$ cat src/rtl/i2s_tx.sv
// i2s_tx: I2S transmitter for 24-bit stereo tone-generator samples.
// Derives bclk/lrclk from sys_clk with an integer divider and keeps one
// stereo frame in a holding buffer. At each frame boundary that frame moves
// into the shift registers. If no fresh frame is waiting, the previous frame
// is sent again and a one-cycle underrun pulse is raised.
module i2s_tx #(
    parameter int SAMPLE_W = 24,
    parameter int SLOT_W   = 32,
    parameter int BCLK_DIV = 4
) (
    input  logic                sys_clk,
    input  logic                sys_rst,
    input  logic [SAMPLE_W-1:0] left_in,
    input  logic [SAMPLE_W-1:0] right_in,
    input  logic                sample_valid,
    output logic                sample_ready,
    output logic                bclk,
    output logic                lrclk,
    output logic                sdata,
    output logic                underrun
);

    // Divider width never drops to zero, even when BCLK_DIV is 1
    localparam int DIV_W = (BCLK_DIV > 1) ? $clog2(BCLK_DIV) : 1;
    localparam int CNT_W = $clog2(2 * SLOT_W);

    localparam logic [DIV_W-1:0] DIV_LAST = DIV_W'(BCLK_DIV - 1);
    localparam logic [CNT_W-1:0] CNT_LAST = CNT_W'(2 * SLOT_W - 1);
    localparam logic [CNT_W-1:0] SLOT_LEN = CNT_W'(SLOT_W);
    localparam logic [CNT_W-1:0] SAMP_LEN = CNT_W'(SAMPLE_W);

    // ------------------------------------------------------------------
    // State registers
    // ------------------------------------------------------------------
    logic [DIV_W-1:0]    r_div_cnt;
    logic                r_bclk;
    logic [CNT_W-1:0]    r_bit_cnt;
    logic                r_lrclk;
    logic                r_sdata;
    logic                r_underrun;
    logic                r_ready;      // 1 = holding buffer empty
    logic [SAMPLE_W-1:0] r_buf_l;
    logic [SAMPLE_W-1:0] r_buf_r;
    logic [SAMPLE_W-1:0] r_shift_l;
    logic [SAMPLE_W-1:0] r_shift_r;

    // ------------------------------------------------------------------
    // Combinational next-state signals
    // ------------------------------------------------------------------
    logic                w_tick;
    logic                w_fall;
    logic [DIV_W-1:0]    w_div_nxt;
    logic                w_bclk_nxt;
    logic [CNT_W-1:0]    w_bit_step;
    logic                w_wrap;
    logic                w_in_right;
    logic [CNT_W-1:0]    w_k;
    logic [SAMPLE_W-1:0] w_sel;
    logic [SAMPLE_W-1:0] w_shifted;
    logic                w_data_bit;
    logic                w_accept;
    logic                w_load;
    logic                w_ready_nxt;
    logic                w_underrun_nxt;

    // Bit-clock divider: wrap at terminal count and toggle bclk
    always_comb begin
        w_tick     = (r_div_cnt == DIV_LAST);
        w_fall     = w_tick && r_bclk;
        w_div_nxt  = r_div_cnt;
        w_bclk_nxt = r_bclk;
        if (w_tick) begin
            w_div_nxt  = '0;
            w_bclk_nxt = ~r_bclk;
        end else begin
            w_div_nxt  = r_div_cnt + DIV_W'(1);
            w_bclk_nxt = r_bclk;
        end
    end

    // Bit position and serial data for the slot entered at the next falling bclk
    always_comb begin
        w_bit_step = '0;
        if (r_bit_cnt == CNT_LAST) begin
            w_bit_step = '0;
        end else begin
            w_bit_step = r_bit_cnt + CNT_W'(1);
        end
        w_wrap     = w_fall && (r_bit_cnt == CNT_LAST);
        w_in_right = (w_bit_step >= SLOT_LEN);
        w_k        = '0;
        w_sel      = '0;
        if (w_in_right) begin
            w_k   = w_bit_step - SLOT_LEN;
            w_sel = r_shift_r;
        end else begin
            w_k   = w_bit_step;
            w_sel = r_shift_l;
        end
        // Bit k (1..SAMPLE_W) is sample bit SAMPLE_W-k, brought to the MSB.
        // k=0 is the one-bclk I2S delay slot. It is always 0, so a frame
        // loaded in the same cycle is never needed here.
        w_shifted  = w_sel << (w_k - CNT_W'(1));
        w_data_bit = 1'b0;
        if ((w_k != '0) && (w_k <= SAMP_LEN)) begin
            w_data_bit = w_shifted[SAMPLE_W-1];
        end else begin
            w_data_bit = 1'b0;
        end
    end

    // Holding-buffer handshake, frame load and underrun decision
    always_comb begin
        w_accept       = sample_valid && r_ready;
        // A frame accepted in this very cycle is not visible to the load
        w_load         = w_wrap && !r_ready;
        w_underrun_nxt = w_wrap && r_ready;
        w_ready_nxt    = r_ready;
        if (w_load) begin
            w_ready_nxt = 1'b1;
        end else if (w_accept) begin
            w_ready_nxt = 1'b0;
        end else begin
            w_ready_nxt = r_ready;
        end
    end

    // Divider, bclk, ready flag and underrun pulse registers
    always_ff @(posedge sys_clk or posedge sys_rst) begin
        if (sys_rst) begin
            r_div_cnt  <= '0;
            r_bclk     <= 1'b0;
            r_ready    <= 1'b1;
            r_underrun <= 1'b0;
        end else begin
            r_div_cnt  <= w_div_nxt;
            r_bclk     <= w_bclk_nxt;
            r_ready    <= w_ready_nxt;
            r_underrun <= w_underrun_nxt;
        end
    end

    // Bit counter, word select and serial data advance only on falling bclk
    always_ff @(posedge sys_clk or posedge sys_rst) begin
        if (sys_rst) begin
            r_bit_cnt <= CNT_LAST;
            r_lrclk   <= 1'b1;
            r_sdata   <= 1'b0;
        end else if (w_fall) begin
            r_bit_cnt <= w_bit_step;
            r_lrclk   <= w_in_right;
            r_sdata   <= w_data_bit;
        end else begin
            r_bit_cnt <= r_bit_cnt;
            r_lrclk   <= r_lrclk;
            r_sdata   <= r_sdata;
        end
    end

    // Holding buffer captures a frame on valid && ready
    always_ff @(posedge sys_clk or posedge sys_rst) begin
        if (sys_rst) begin
            r_buf_l <= '0;
            r_buf_r <= '0;
        end else if (w_accept) begin
            r_buf_l <= left_in;
            r_buf_r <= right_in;
        end else begin
            r_buf_l <= r_buf_l;
            r_buf_r <= r_buf_r;
        end
    end

    // Shift registers take the held frame at a boundary, otherwise repeat
    always_ff @(posedge sys_clk or posedge sys_rst) begin
        if (sys_rst) begin
            r_shift_l <= '0;
            r_shift_r <= '0;
        end else if (w_load) begin
            r_shift_l <= r_buf_l;
            r_shift_r <= r_buf_r;
        end else begin
            r_shift_l <= r_shift_l;
            r_shift_r <= r_shift_r;
        end
    end

    assign sample_ready = r_ready;
    assign bclk         = r_bclk;
    assign lrclk        = r_lrclk;
    assign sdata        = r_sdata;
    assign underrun     = r_underrun;

endmodule

$ cat config.mk
export PLATFORM = sky130hd
export DESIGN_NAME = i2s_tx
export DESIGN_NICKNAME = d
export VERILOG_FILES = /design/src/rtl/i2s_tx.sv
export SDC_FILE = /design/constraint.sdc
export NUM_CORES = 1
export LEC_CHECK = 0
export ABC_AREA = 1
export ABC_CLOCK_PERIOD_IN_PS = 2800
export BUFFER_PORTS_ARGS = -buffer_cell sky130_fd_sc_hd__buf_2
export CAP_MARGIN = 10
export CELL_PAD_IN_SITES_DETAIL_PLACEMENT = 1
export CELL_PAD_IN_SITES_GLOBAL_PLACEMENT = 1
export CORE_ASPECT_RATIO = 0.75
export CORE_MARGIN = 2
export CORE_UTILIZATION = 40
export CTS_BUF_LIST = sky130_fd_sc_hd__clkbuf_4 sky130_fd_sc_hd__clkbuf_8 sky130_fd_sc_hd__clkbuf_16
export DETAILED_ROUTE_END_ITERATION = 8
export GPL_TIMING_DRIVEN = 0
export PLACE_DENSITY_LB_ADDON = 0.1
export SLEW_MARGIN = 5
export SYNTH_ARGS = -nofsm -noshare
export SYNTH_HDL_FRONTEND = slang
export SYNTH_SLANG_ARGS = --single-unit
$ cat constraint.sdc
create_clock -name sys_clk -period 2.8 [get_ports sys_clk]
set_input_delay 0.14 -clock sys_clk [delete_from_list [all_inputs] [get_ports sys_clk]]
set_output_delay 0.14 -clock sys_clk [all_outputs]
set_load 0.005 [all_outputs]
== Word level (Yosys, flattened, before mapping) ==
Cells that the tools add are included.

* Bits in registers: 109
* Output and inout bits: 5
* Input port bits: 51

* Magnitude comparators: 2
* Bitwise gates (word level): 1
* Equality and inequality tests: 2
* Add/sub/neg operators: 4
* Muxes and demuxes: 7
* Shifts and indexed selects: 1
* Reduce and logical (&&, ||, !) cells: 9

{| class="wikitable"
|+ Operator list
! kind !! number
|-
| $mux 24 || 1
|-
| $shl 24x6->24 || 1
|-
| $mux 6 || 2
|-
| $add 6x1->6 const B || 1
|-
| $eq 6x6->1 const B || 1
|-
| $ge 6x6->1 const B || 1
|-
| $le 6x5->1 const B || 1
|-
| $logic_and 1x1->1 || 6
|-
| $reduce_bool 6->1 || 1
|-
| $sub 6x1->6 const B || 1
|-
| $sub 6x6->6 const B || 1
|-
| $mux 1 || 3
|-
| $add 2x1->2 const B || 1
|-
| $eq 2x2->1 const B || 1
|-
| $mux 2 || 1
|-
| $reduce_bool 2->1 || 1
|-
| $logic_not 1->1 || 1
|-
| $not 1->1 || 1
|}

== Depth between registers and ports, before layout ==
Gate-level depths: netlist of the first run.

* Depth after elaboration: 7
* Depth in mapped cells: 17

== Worst setup path after synthesis of the first run ==
Ideal clock, no wire load.

* Path type: reg2reg
* Start: register r_bit_cnt[0]
* End: register r_sdata (netlist: sdata)
* Cell stages (with the launch flop): 16
* Buffers on the path: 0
* Slack: 0.816 ns
* Setup time: 0.116 ns
* Arrival: 1.867 ns
* Period minus slack after synthesis: 1.984 ns
* Cell sequence: dfstp_2 -> ha_1 -> nand2_2 -> nor2_4 -> nand2_4 -> nand2_8 -> nor2_4 -> or2_1 -> inv_2 -> nand2_1 -> nand2_1 -> nand2_1 -> nor2_1 -> nor2_1 -> nand2_1 -> nand2_1

* Word-level cells in the longest chain between the ends: 7

{| class="wikitable"
|+ RTL lines
! what !! RTL line !! source
|-
| from (decl) || 37 || <nowiki>logic [CNT_W-1:0] r_bit_cnt;</nowiki>
|-
| from (signal assigned) || 150 || <nowiki>r_bit_cnt <= w_bit_step;</nowiki>
|-
| from (signal assigned) || 154 || <nowiki>r_bit_cnt <= r_bit_cnt;</nowiki>
|-
| $add 6x1->6 / $eq 6x6->1 (equally long branches) || 87, 84 ||
|-
| $mux 6 * || 84 || <nowiki>if (r_bit_cnt == CNT_LAST) begin</nowiki>
|-
| $sub 6x6->6 / $ge 6x6->1 (equally long branches) || 94, 90 ||
|-
| $mux 6 || 93 || <nowiki>if (w_in_right) begin</nowiki>
|-
| $sub 6x1->6 (tied with other cells) || 103 || <nowiki>w_shifted = w_sel << (w_k - CNT_W'(1));</nowiki>
|-
| $shl 24x6->24 / $logic_and 1x1->1 (equally long branches) || 103, 105 ||
|-
| $mux 1 * || 105 || <nowiki>if ((w_k != '0) && (w_k <= SAMP_LEN)) begin</nowiki>
|-
| to (signal assigned) || 152 || <nowiki>r_sdata <= w_data_bit;</nowiki>
|-
| to (signal assigned) || 156 || <nowiki>r_sdata <= r_sdata;</nowiki>
|-
| to (decl) || 39 || <nowiki>logic r_sdata;</nowiki>
|}

Every way passes the cells marked *; elsewhere a longest branch is shown, timed or not.
A chain may end at the register's enable or synchronous reset.

== Worst setup path after layout of the first run ==
* Start: register r_bit_cnt[0]
* End: register r_shift_r[3]

* Word-level cells in the longest chain between the ends: 3

{| class="wikitable"
|+ RTL lines
! what !! RTL line !! source
|-
| $eq 6x6->1 || 89 || <nowiki>w_wrap = w_fall && (r_bit_cnt == CNT_LAST);</nowiki>
|-
| $logic_and 1x1->1 || 89 ||
|-
| $logic_and 1x1->1 || 116 || <nowiki>w_load = w_wrap && !r_ready;</nowiki>
|-
| to (signal assigned) || 181 || <nowiki>r_shift_r <= r_buf_r;</nowiki>
|-
| to (signal assigned) || 184 || <nowiki>r_shift_r <= r_shift_r;</nowiki>
|-
| to (decl) || 45 || <nowiki>logic [SAMPLE_W-1:0] r_shift_r;</nowiki>
|}

No other way between the ends.

==> results of run 1 <==
==> cells in the final DEF, fill, tap and decap left out, types with 3 or more instances in the layout <==
cell,instances
a21oi_1,50
buf_1,5
buf_12,3
buf_2,55
buf_6,4
clkbuf_1,15
clkbuf_16,9
clkinv_4,4
dfrtp_1,101
dfstp_2,8
ha_1,3
inv_1,58
mux2_2,9
nand2_1,121
nand2_2,6
nand2_4,3
nand3_1,27
nor2_1,66
nor2_2,3
o21ai_0,48
xor2_1,3
==> worst min path at each step <==
stage / startpoint / end / slack (ns) / cells past startpoint
finish: right_in[14] / r_buf_r[14] / 0.01 / 2
global route: right_in[14] / r_buf_r[14] / 0.006 / 2
CTS: left_in[23] / r_buf_l[23] / 0.008 / 2
detailed placement: sys_rst / r_shift_l[17] / 0.15 / 2
global placement: sample_valid / sample_ready / 0.30 / 2
floorplan: sample_valid / sample_ready / 0.20 / 1
==> critical path: stages (launching register included) <==
cell and delay [ns]:
dfstp_2 0.60, ha_1 0.20, nand2_2 0.08, nor2_4 0.16
nand4_1 0.31, clkbuf_1 0.35, clkbuf_1 0.32, o21ai_0 0.30
==> registers in the layout, indices dropped and copies added, names as in the netlist, 2 cells and up <==
| signal | count |
|---|---|
| r_buf_l | 24 |
| r_bit_cnt | 6 |
| r_shift_r | 24 |
| r_div_cnt | 2 |
| r_buf_r | 24 |
| r_shift_l | 24 |
==> logic make-up (layout without fill, tap and decap cells) <==
group / Yosys count / after routing / share of synthesized area (%)
AOI/OAI and AO/OA: 103 / 103 / 10.9
DFF: 109 / 109 / 56.6
and+or+nand+nor: 238 / 238 / 21.8
buffers and inverters: 86 / 161 / 7.34
adders and majority gates: 3 / 3 / 0.775
muxes: 9 / 9 / 2.09
xor gates and xnor gates: 3 / 3 / 0.543
==> final cells by class <==
type                            count  share of cell area, %
Multi-Input combinational cell    356                   30.7
Clock inverter                      5                  0.814
Tap cell                          162                   3.56
Sequential cell                   109                   48.1
Inverter                           62                   4.20
Buffer                             24                   2.11
Clock buffer                       10                   4.20
Timing Repair Buffer               60                   6.25
==> metrics by stage <==
step,std cells,hold slack [ns],setup slack [ns],area [um2]
floorplan,551,0.203,0.816,4840
global placement,768,0.302,0.422,5320
detailed placement,771,0.146,0.393,5380
CTS,788,0.00844,0.327,5690
global route,788,0.00607,0.119,5690
finish,788,0.0146,0.378,5690
==> report_power, final <==
part           switching, mW  leakage [nW]  total (mW)  internal [mW]
Sequential            0.0261          1.34        1.68           1.65
Clock                  0.594         0.141        1.23          0.636
Combinational          0.101          1.35       0.175         0.0735
==> timing repair <==
| action | CTS | global route |
|---|---|---|
| setup buffers | 0 | 0 |
| hold buffers | 2 | 0 |
| hold endpoints to repair | 11 | 0 |
==> per-layer routing <==
layer / vias to the layer above / track usage, % / wire length [um]
li1: 1884 / - / -
met1: 1925 / 28.7 / 5940
met2: 53 / 36.1 / 6230
met3: 9 / 3.71 / 404
met4: 0 / 5.40 / 120
met5: - / 0 / 0
==> flow_metrics.env, run 1 <==
export IMPL_rrSetupSlack_ns=0.38
export IMPL_gp_congestion=0.857
export IMPL_via_per_inst=4.91
export IMPL_synth_edf_count=0
export IMPL_reg2reg_to="r_shift_r[3]"
export IMPL_synthFlopType="dfrtp_1"
export IMPL_regArea_um2=2740
export IMPL_power_leakage_nw=2.83
export IMPL_finish_utilization_pct=48.6
export IMPL_clockRootBuffer="clkbuf_16"
export IMPL_remaining_drc_errors=0
export IMPL_die_area_um2=13000
export IMPL_clk_pin_slew_ns=0.08
export IMPL_synth_most_common_cell="nand2_1"
export IMPL_worstSetupEndpoint="r_shift_r[3]"
export IMPL_n_antenna_cell=0
export IMPL_cts_buffers=9
export IMPL_hold_class="input port to flop"
export IMPL_synthCells=551
export IMPL_period_needed_ns=2.42
export IMPL_n_fill_cell=1425
export IMPL_grt_setup_unrepaired="false"
export IMPL_ant_nets=0
export IMPL_synth_largest_area_cell="dfrtp_1"
export IMPL_antenna_found_initial=0
export IMPL_dr_pass1_iters=4
export IMPL_vias=3871
export IMPL_overflow=0
export IMPL_cp_end_kind="flop"
export IMPL_synth_top_cell_area_share_pct=52.2
export IMPL_synthTopCellsByArea="dfrtp_1 52%, nand2_1 9.4%, a21oi_1 5.2%"
export IMPL_io_pins=56
export IMPL_maxSlewHeadroom_pct=52.9
export IMPL_cts_buffer_depth=2
export IMPL_finalSetupTns_ns=0
export IMPL_timing_final_max_slew_violations=0
export IMPL_floorplan_initialDensity_pct=41.4
export IMPL_seq_area_frac_synth_pct=56.6
export IMPL_r2r_worst_path_cells=7
export IMPL_drt_initial_drc_count=218
export IMPL_maxCapViolCount=0
export IMPL_rows=34
export IMPL_die_h_um=99.3
export IMPL_max_vdd_ir_drop_mv=0.356
export IMPL_arrival_ns=2.67
export IMPL_startpoint_type="flop"
export IMPL_fmax_ghz=0.413
export IMPL_cp_max_fo=10
export IMPL_async_flop_share_pct=100
export IMPL_synth_distinct_cells=31
export IMPL_placeableCoreArea_um2=11700
export IMPL_die_x_um=131
export IMPL_post_route_period_util_pct=86.5
export IMPL_hold_violations=0
export IMPL_worstMarginPinSlew_ns=0.706
export IMPL_r2r_start="r_bit_cnt[0]"
export IMPL_cp_startpoint="r_bit_cnt[0]"
export IMPL_synth_area_um2=4840
export IMPL_final_net_count=676
export IMPL_synth_area_per_cell_um2=8.79
export IMPL_powerDensity_nw_per_um2=542
export IMPL_setup_viol=0
export IMPL_clkSinkCount=109
export IMPL_cts_tree="built"
export IMPL_required_ns=3.05
export IMPL_multi_input_area_um2=1750
export IMPL_synth_nets=605
export IMPL_grt_max_degree=37
export IMPL_grt_pass1_wl_mm=21.2
export IMPL_first_global_vias=4250
export IMPL_skew_ns=0.00866
export IMPL_drt_wl_total_mm=12.7
export IMPL_area_growth_synth_to_final_pct=17.5
export IMPL_track_usage_pct=21.4
export IMPL_synth_seq_cells=109
export IMPL_synthTopCellsByCount="121 x nand2_1, 101 x dfrtp_1, 66 x nor2_1, 59 x inv_1, 50 x a21oi_1"
export IMPL_crit_type="flop to flop"
export IMPL_io_buffers=55
export IMPL_wl_per_cell_um=16.1
export IMPL_place_hpwl_mm=9.76
export IMPL_cts_resized=0
export IMPL_report_power_total_mw=3.08
export IMPL_cts_htree_levels=3
export IMPL_yosys_warnings=0
export IMPL_outcome="completed"
export IMPL_clock_latency_ns=0.36
export IMPL_drive_gt1_share_pct=19.0
(Power assumes the default switching activity.)
==> run 2: changes to the inputs <==
--- a/config.mk
+++ b/config.mk
@@ -9,7 +9,7 @@
 export ABC_CLOCK_PERIOD_IN_PS = 2800
 export BUFFER_PORTS_ARGS = -buffer_cell sky130_fd_sc_hd__buf_2
 export CAP_MARGIN = 10
-export CELL_PAD_IN_SITES_DETAIL_PLACEMENT = 1
+export CELL_PAD_IN_SITES_DETAIL_PLACEMENT = 0
 export CELL_PAD_IN_SITES_GLOBAL_PLACEMENT = 1
 export CORE_ASPECT_RATIO = 0.75
 export CORE_MARGIN = 2
@@ -18,6 +18,7 @@
 export DETAILED_ROUTE_END_ITERATION = 8
 export GPL_TIMING_DRIVEN = 0
 export PLACE_DENSITY_LB_ADDON = 0.1
+export SETUP_SLACK_MARGIN = 0.15
 export SLEW_MARGIN = 5
 export SYNTH_ARGS = -nofsm -noshare
 export SYNTH_HDL_FRONTEND = slang
==> flow_metrics.env, run 2 (synthesis gave the netlist of run 1 again) <==
export IMPL_clock_latency_ns=0.35
export IMPL_mostFrequentLayoutCells="121 x nand2_1, 101 x dfrtp_1, 66 x nor2_1"
export IMPL_gp_congestion=0.857
export IMPL_dr_pass1_iters=4
export IMPL_cts_buffers=9
export IMPL_finalSetupTns_ns=0
export IMPL_die_x_um=131
export IMPL_crit_type="flop to flop"
export IMPL_max_vdd_ir_drop_mv=0.263
export IMPL_cp_startpoint="r_bit_cnt[0]"
export IMPL_final_net_count=676
export IMPL_wl_per_cell_um=14.6
export IMPL_ant_nets=0
export IMPL_final_common_cell="nand2_1"
export IMPL_cp_end_kind="flop"
export IMPL_clk_pin_slew_ns=0.07
export IMPL_antenna_found_initial=0
export IMPL_die_area_um2=13000
export IMPL_rows=34
export IMPL_hold_class="input port to flop"
export IMPL_n_antenna_cell=0
export IMPL_post_route_period_util_pct=86.2
export IMPL_area_growth_synth_to_final_pct=18.1
export IMPL_timing_final_max_slew_violations=0
export IMPL_finish_utilization_pct=48.9
export IMPL_grt_max_degree=37
export IMPL_remaining_drc_errors=0
export IMPL_arrival_ns=2.62
export IMPL_cts_tree="built"
export IMPL_fmax_ghz=0.414
export IMPL_io_pins=56
export IMPL_powerDensity_nw_per_um2=556
export IMPL_worstMarginPinSlew_ns=0.716
export IMPL_period_needed_ns=2.41
export IMPL_r2r_worst_path_cells=8
export IMPL_startpoint_type="flop"
export IMPL_track_usage_pct=19.5
export IMPL_r2r_start="r_bit_cnt[0]"
export IMPL_clockRootBuffer="clkbuf_16"
export IMPL_placeableCoreArea_um2=11700
export IMPL_first_global_vias=3864
export IMPL_cts_htree_levels=3
export IMPL_grt_setup_unrepaired="false"
export IMPL_vias=3782
export IMPL_cp_max_fo=10
export IMPL_overflow=0
export IMPL_cts_buffer_depth=2
export IMPL_outcome="completed"
export IMPL_report_power_total_mw=3.18
export IMPL_drive_gt1_share_pct=19.1
export IMPL_clkSinkCount=109
export IMPL_floorplan_initialDensity_pct=41.4
export IMPL_io_buffers=55
export IMPL_rrSetupSlack_ns=0.39
export IMPL_grt_pass1_wl_mm=19.3
export IMPL_drt_initial_drc_count=166
export IMPL_maxSlewHeadroom_pct=52.3
export IMPL_die_h_um=99.3
export IMPL_place_hpwl_mm=8.95
export IMPL_reg2reg_to="r_shift_r[17]"
export IMPL_cts_resized=0
export IMPL_power_leakage_nw=2.85
export IMPL_setup_viol=0
export IMPL_n_fill_cell=1171
export IMPL_maxCapViolCount=0
export IMPL_via_per_inst=4.79
export IMPL_hold_violations=0
export IMPL_skew_ns=0.00787
export IMPL_fin_area_um2=5720
export IMPL_required_ns=3.01
export IMPL_worstSetupEndpoint="r_shift_r[17]"
export IMPL_place_area_um2=5380
export IMPL_drt_wl_total_mm=11.5
run 2: changes by cell type in the layout (fill, tap and decap cells not counted):
cell,before,now
inv_6,0,2
clkinv_2,0,1
clkbuf_8,1,2
clkbuf_4,0,1
bufinv_16,0,1
clkinv_4,4,0
inv_8,1,0
run 2: layout make-up:
| type | instances | area [um2] | area share (%) |
|---|---|---|---|
| buffer | 24 | 120 | 2.10 |
| clock buffer | 12 | 260 | 4.55 |
| clock inverter | 4 | 52.6 | 0.919 |
| inverter | 62 | 239 | 4.18 |
| multi-input combinational | 356 | 1750 | 30.6 |
| sequential | 109 | 2740 | 47.9 |
| tap | 162 | 203 | 3.55 |
| timing repair buffer | 60 | 355 | 6.22 |
run 2: timing repair:
| item | 4_1_cts | 5_1_grt |
|---|---|---|
| buffers inserted | 0 | 0 |
| endpoints found under the hold margin | 11 | 0 |
| hold buffers | 2 | 0 |
run 2: worst max-delay path: stages (launching register included):
cell and delay, ns:
dfstp_2 0.60, ha_1 0.20, nand2_2 0.08, nor2_4 0.15
nand4_1 0.33, clkbuf_1 0.37, clkbuf_1 0.33, nor2_1 0.17
a21oi_1 0.05
run 2: per-layer routing:
metal	GRT usage, %	part of all wire [%]	routed length (um)	vias up
met2	31.9	46	5320	51
met4	4.91	1.2	134	0
li1	-	-	-	1884
met5	0	0	0	-
met3	3.87	3.4	387	13
met1	26.7	49	5670	1834
run 2: report_power, final:
group	internal (mW)	switching (mW)	total [mW]
combinational	0.0734	0.0988	0.172
sequential	1.65	0.0244	1.68
clock	0.758	0.568	1.33
run 2: worst min path at each step:
stage | startpoint | end | slack, ns | cells past startpoint
after floorplan | sample_valid | sample_ready | 0.20 | 1
after global placement | sample_valid | sample_ready | 0.30 | 2
after detailed placement | sys_rst | r_buf_l[15] | 0.15 | 2
after CTS | left_in[23] | r_buf_l[23] | 0.01 | 2
after global routing | right_in[14] | r_buf_r[14] | 0.01 | 2
final | left_in[23] | r_buf_l[23] | 0.02 | 2
run 2: per-stage QoR:
| step | setup slack (ns) | std cells | hold WS, ns |
|---|---|---|---|
| after global placement | 0.422 | 768 | 0.302 |
| after global routing | 0.186 | 789 | 0.0133 |
| final | 0.385 | 789 | 0.0231 |
| after CTS | 0.376 | 789 | 0.0127 |
| after detailed placement | 0.380 | 771 | 0.154 |
| after floorplan | 0.816 | 551 | 0.203 |
==> run 3: changes to the inputs <==
--- a/config.mk
+++ b/config.mk
@@ -13,8 +13,7 @@
 export CELL_PAD_IN_SITES_GLOBAL_PLACEMENT = 1
 export CORE_ASPECT_RATIO = 0.75
 export CORE_MARGIN = 2
-export CORE_UTILIZATION = 40
-export CTS_BUF_LIST = sky130_fd_sc_hd__clkbuf_4 sky130_fd_sc_hd__clkbuf_8 sky130_fd_sc_hd__clkbuf_16
+export CORE_UTILIZATION = 28
 export DETAILED_ROUTE_END_ITERATION = 8
 export GPL_TIMING_DRIVEN = 0
 export PLACE_DENSITY_LB_ADDON = 0.1
==> constraint.sdc (replaced) <==
create_clock -name sys_clk -period 2.8 [get_ports sys_clk]
set_input_delay 0.56 -clock sys_clk [delete_from_list [all_inputs] [get_ports sys_clk]]
set_output_delay 0.56 -clock sys_clk [all_outputs]
set_load 0.005 [all_outputs]
==> flow_metrics.env, run 3 (synthesis gave the netlist of run 1 again) <==
export IMPL_grt_setup_unrepaired="false"
export IMPL_final_net_count=673
export IMPL_r2r_start="r_bit_cnt[0]"
export IMPL_place_hpwl_mm=9.50
export IMPL_clkSinkCount=109
export IMPL_wl_per_cell_um=14.9
export IMPL_rows=41
export IMPL_final_common_cell="nand2_1"
export IMPL_crit_type="flop to flop"
export IMPL_post_route_period_util_pct=85.0
export IMPL_clk_pin_slew_ns=0.07
export IMPL_ant_nets=0
export IMPL_mostFrequentLayoutCells="121 x nand2_1, 101 x dfrtp_1, 66 x nor2_1"
export IMPL_hold_class="input port to async pin"
export IMPL_fmax_ghz=0.420
export IMPL_outcome="completed"
export IMPL_cp_end_kind="flop"
export IMPL_report_power_total_mw=3.25
export IMPL_first_global_vias=3848
export IMPL_n_antenna_cell=0
export IMPL_cts_buffer_depth=2
export IMPL_arrival_ns=2.61
export IMPL_place_ws_ns=0.266
export IMPL_n_fill_cell=1778
export IMPL_clock_latency_ns=0.36
export IMPL_grt_pass1_wl_mm=20.7
export IMPL_max_vdd_ir_drop_mv=0.230
export IMPL_drt_wl_total_mm=12.5
export IMPL_remaining_drc_errors=0
export IMPL_hold_violations=0
export IMPL_crit_chain="ha_1 -> nand2_2 -> nor2_4 -> nand4_1 -> clkbuf_2 -> clkbuf_1 -> nor2_1 -> a21oi_1"
export IMPL_cts_htree_levels=3
export IMPL_cts_buffers=9
export IMPL_startpoint_type="flop"
export IMPL_die_h_um=118
export IMPL_drive_gt1_share_pct=19.1
export IMPL_maxCapViolCount=0
export IMPL_overflow=0
export IMPL_antenna_found_initial=0
export IMPL_die_x_um=156
export IMPL_setup_slack_ns=0.420
export IMPL_critPathSlowestCell="dfstp_2"
export IMPL_gp_congestion=0.800
export IMPL_placeableCoreArea_um2=16900
export IMPL_io_pins=56
export IMPL_skew_ns=0.00698
export IMPL_cp_max_fo=10
export IMPL_io_buffers=55
export IMPL_die_area_um2=18400
export IMPL_fin_area_um2=5760
export IMPL_cts_tree="built"
export IMPL_floorplan_initialDensity_pct=28.7
export IMPL_power_leakage_nw=2.83
export IMPL_holdWs_ns=0.362
export IMPL_track_usage_pct=14.7
export IMPL_crit_family="simple AND/OR/NAND/NOR gates"
export IMPL_max_stage_delay_ns=0.60
export IMPL_place_area_um2=5430
export IMPL_drt_initial_drc_count=176
export IMPL_period_needed_ns=2.38
export IMPL_setup_viol=0
export IMPL_required_ns=3.03
export IMPL_worstMarginPinSlew_ns=0.858
export IMPL_area_growth_synth_to_final_pct=18.9
export IMPL_via_per_inst=4.49
export IMPL_powerDensity_nw_per_um2=565
export IMPL_grt_max_degree=38
export IMPL_clockRootBuffer="clkbuf_16"
export IMPL_finalSetupTns_ns=0
export IMPL_cts_setup_buffers=0
export IMPL_vias=3765
export IMPL_cp_num_buf_inv=2
export IMPL_dr_pass1_iters=4
export IMPL_cp_startpoint="r_bit_cnt[0]"
export IMPL_maxSlewHeadroom_pct=42.7
export IMPL_timing_final_max_slew_violations=0
## run 3: final cells by class
| class | instances | area, um2 | share of cell area (%) |
|---|---|---|---|
| Inverter | 62 | 239 | 4.15 |
| Sequential cell | 109 | 2740 | 47.6 |
| Tap cell | 215 | 269 | 4.67 |
| Multi-Input combinational cell | 356 | 1750 | 30.4 |
| Timing Repair Buffer | 57 | 315 | 5.48 |
| Buffer | 24 | 121 | 2.11 |
| Clock inverter | 5 | 82.6 | 1.43 |
| Clock buffer | 11 | 243 | 4.22 |
## run 3: metrics by stage
stage | util [%] | std cells
detailed placement | 32.2 | 823
CTS | 34.1 | 839
global route | 34.1 | 839
floorplan | - | 551
finish | 34.1 | 839
global placement | 31.9 | 821
## run 3: path summary, 6_finish.rpt
check / cells past startpoint / endpoint / slack (ns)
worst max-delay path: 8 / r_shift_r[7] / 0.42
worst min-delay path: 2 / r_buf_l[11] / 0.36
worst max register to register: 8 / r_shift_r[7] / 0.42
worst min register to register: 1 / r_div_cnt[0] / 0.45
max in group asynchronous: 3 / r_bit_cnt[4] / 1.70
min in group sys_clk: 2 / sample_ready / 0.36
## run 3: report_power, final
group | total (mW) | switching (mW) | leakage (nW) | internal, mW
logic | 0.166 | 0.0973 | 1.33 | 0.0690
registers | 1.68 | 0.0228 | 1.34 | 1.65
clock network | 1.41 | 0.594 | 0.160 | 0.813
## run 3: what timing repair did
| action | CTS | global route |
|---|---|---|
| hold buffers | 0 | 0 |
| endpoints found under the setup margin | 0 | 15 |
| resized for setup | 0 | 2 |
## run 3: metal layers
metal  up-vias  share of wire [%]  wire, um  global-route usage (%)
li1       1879                  -         -                       -
met1      1830                 50      6310                    20.4
met2        48                 46      5730                    23.4
met3         8                2.6       329                    3.31
met4         0                1.0       130                    3.96
met5         -                  0         0                       0
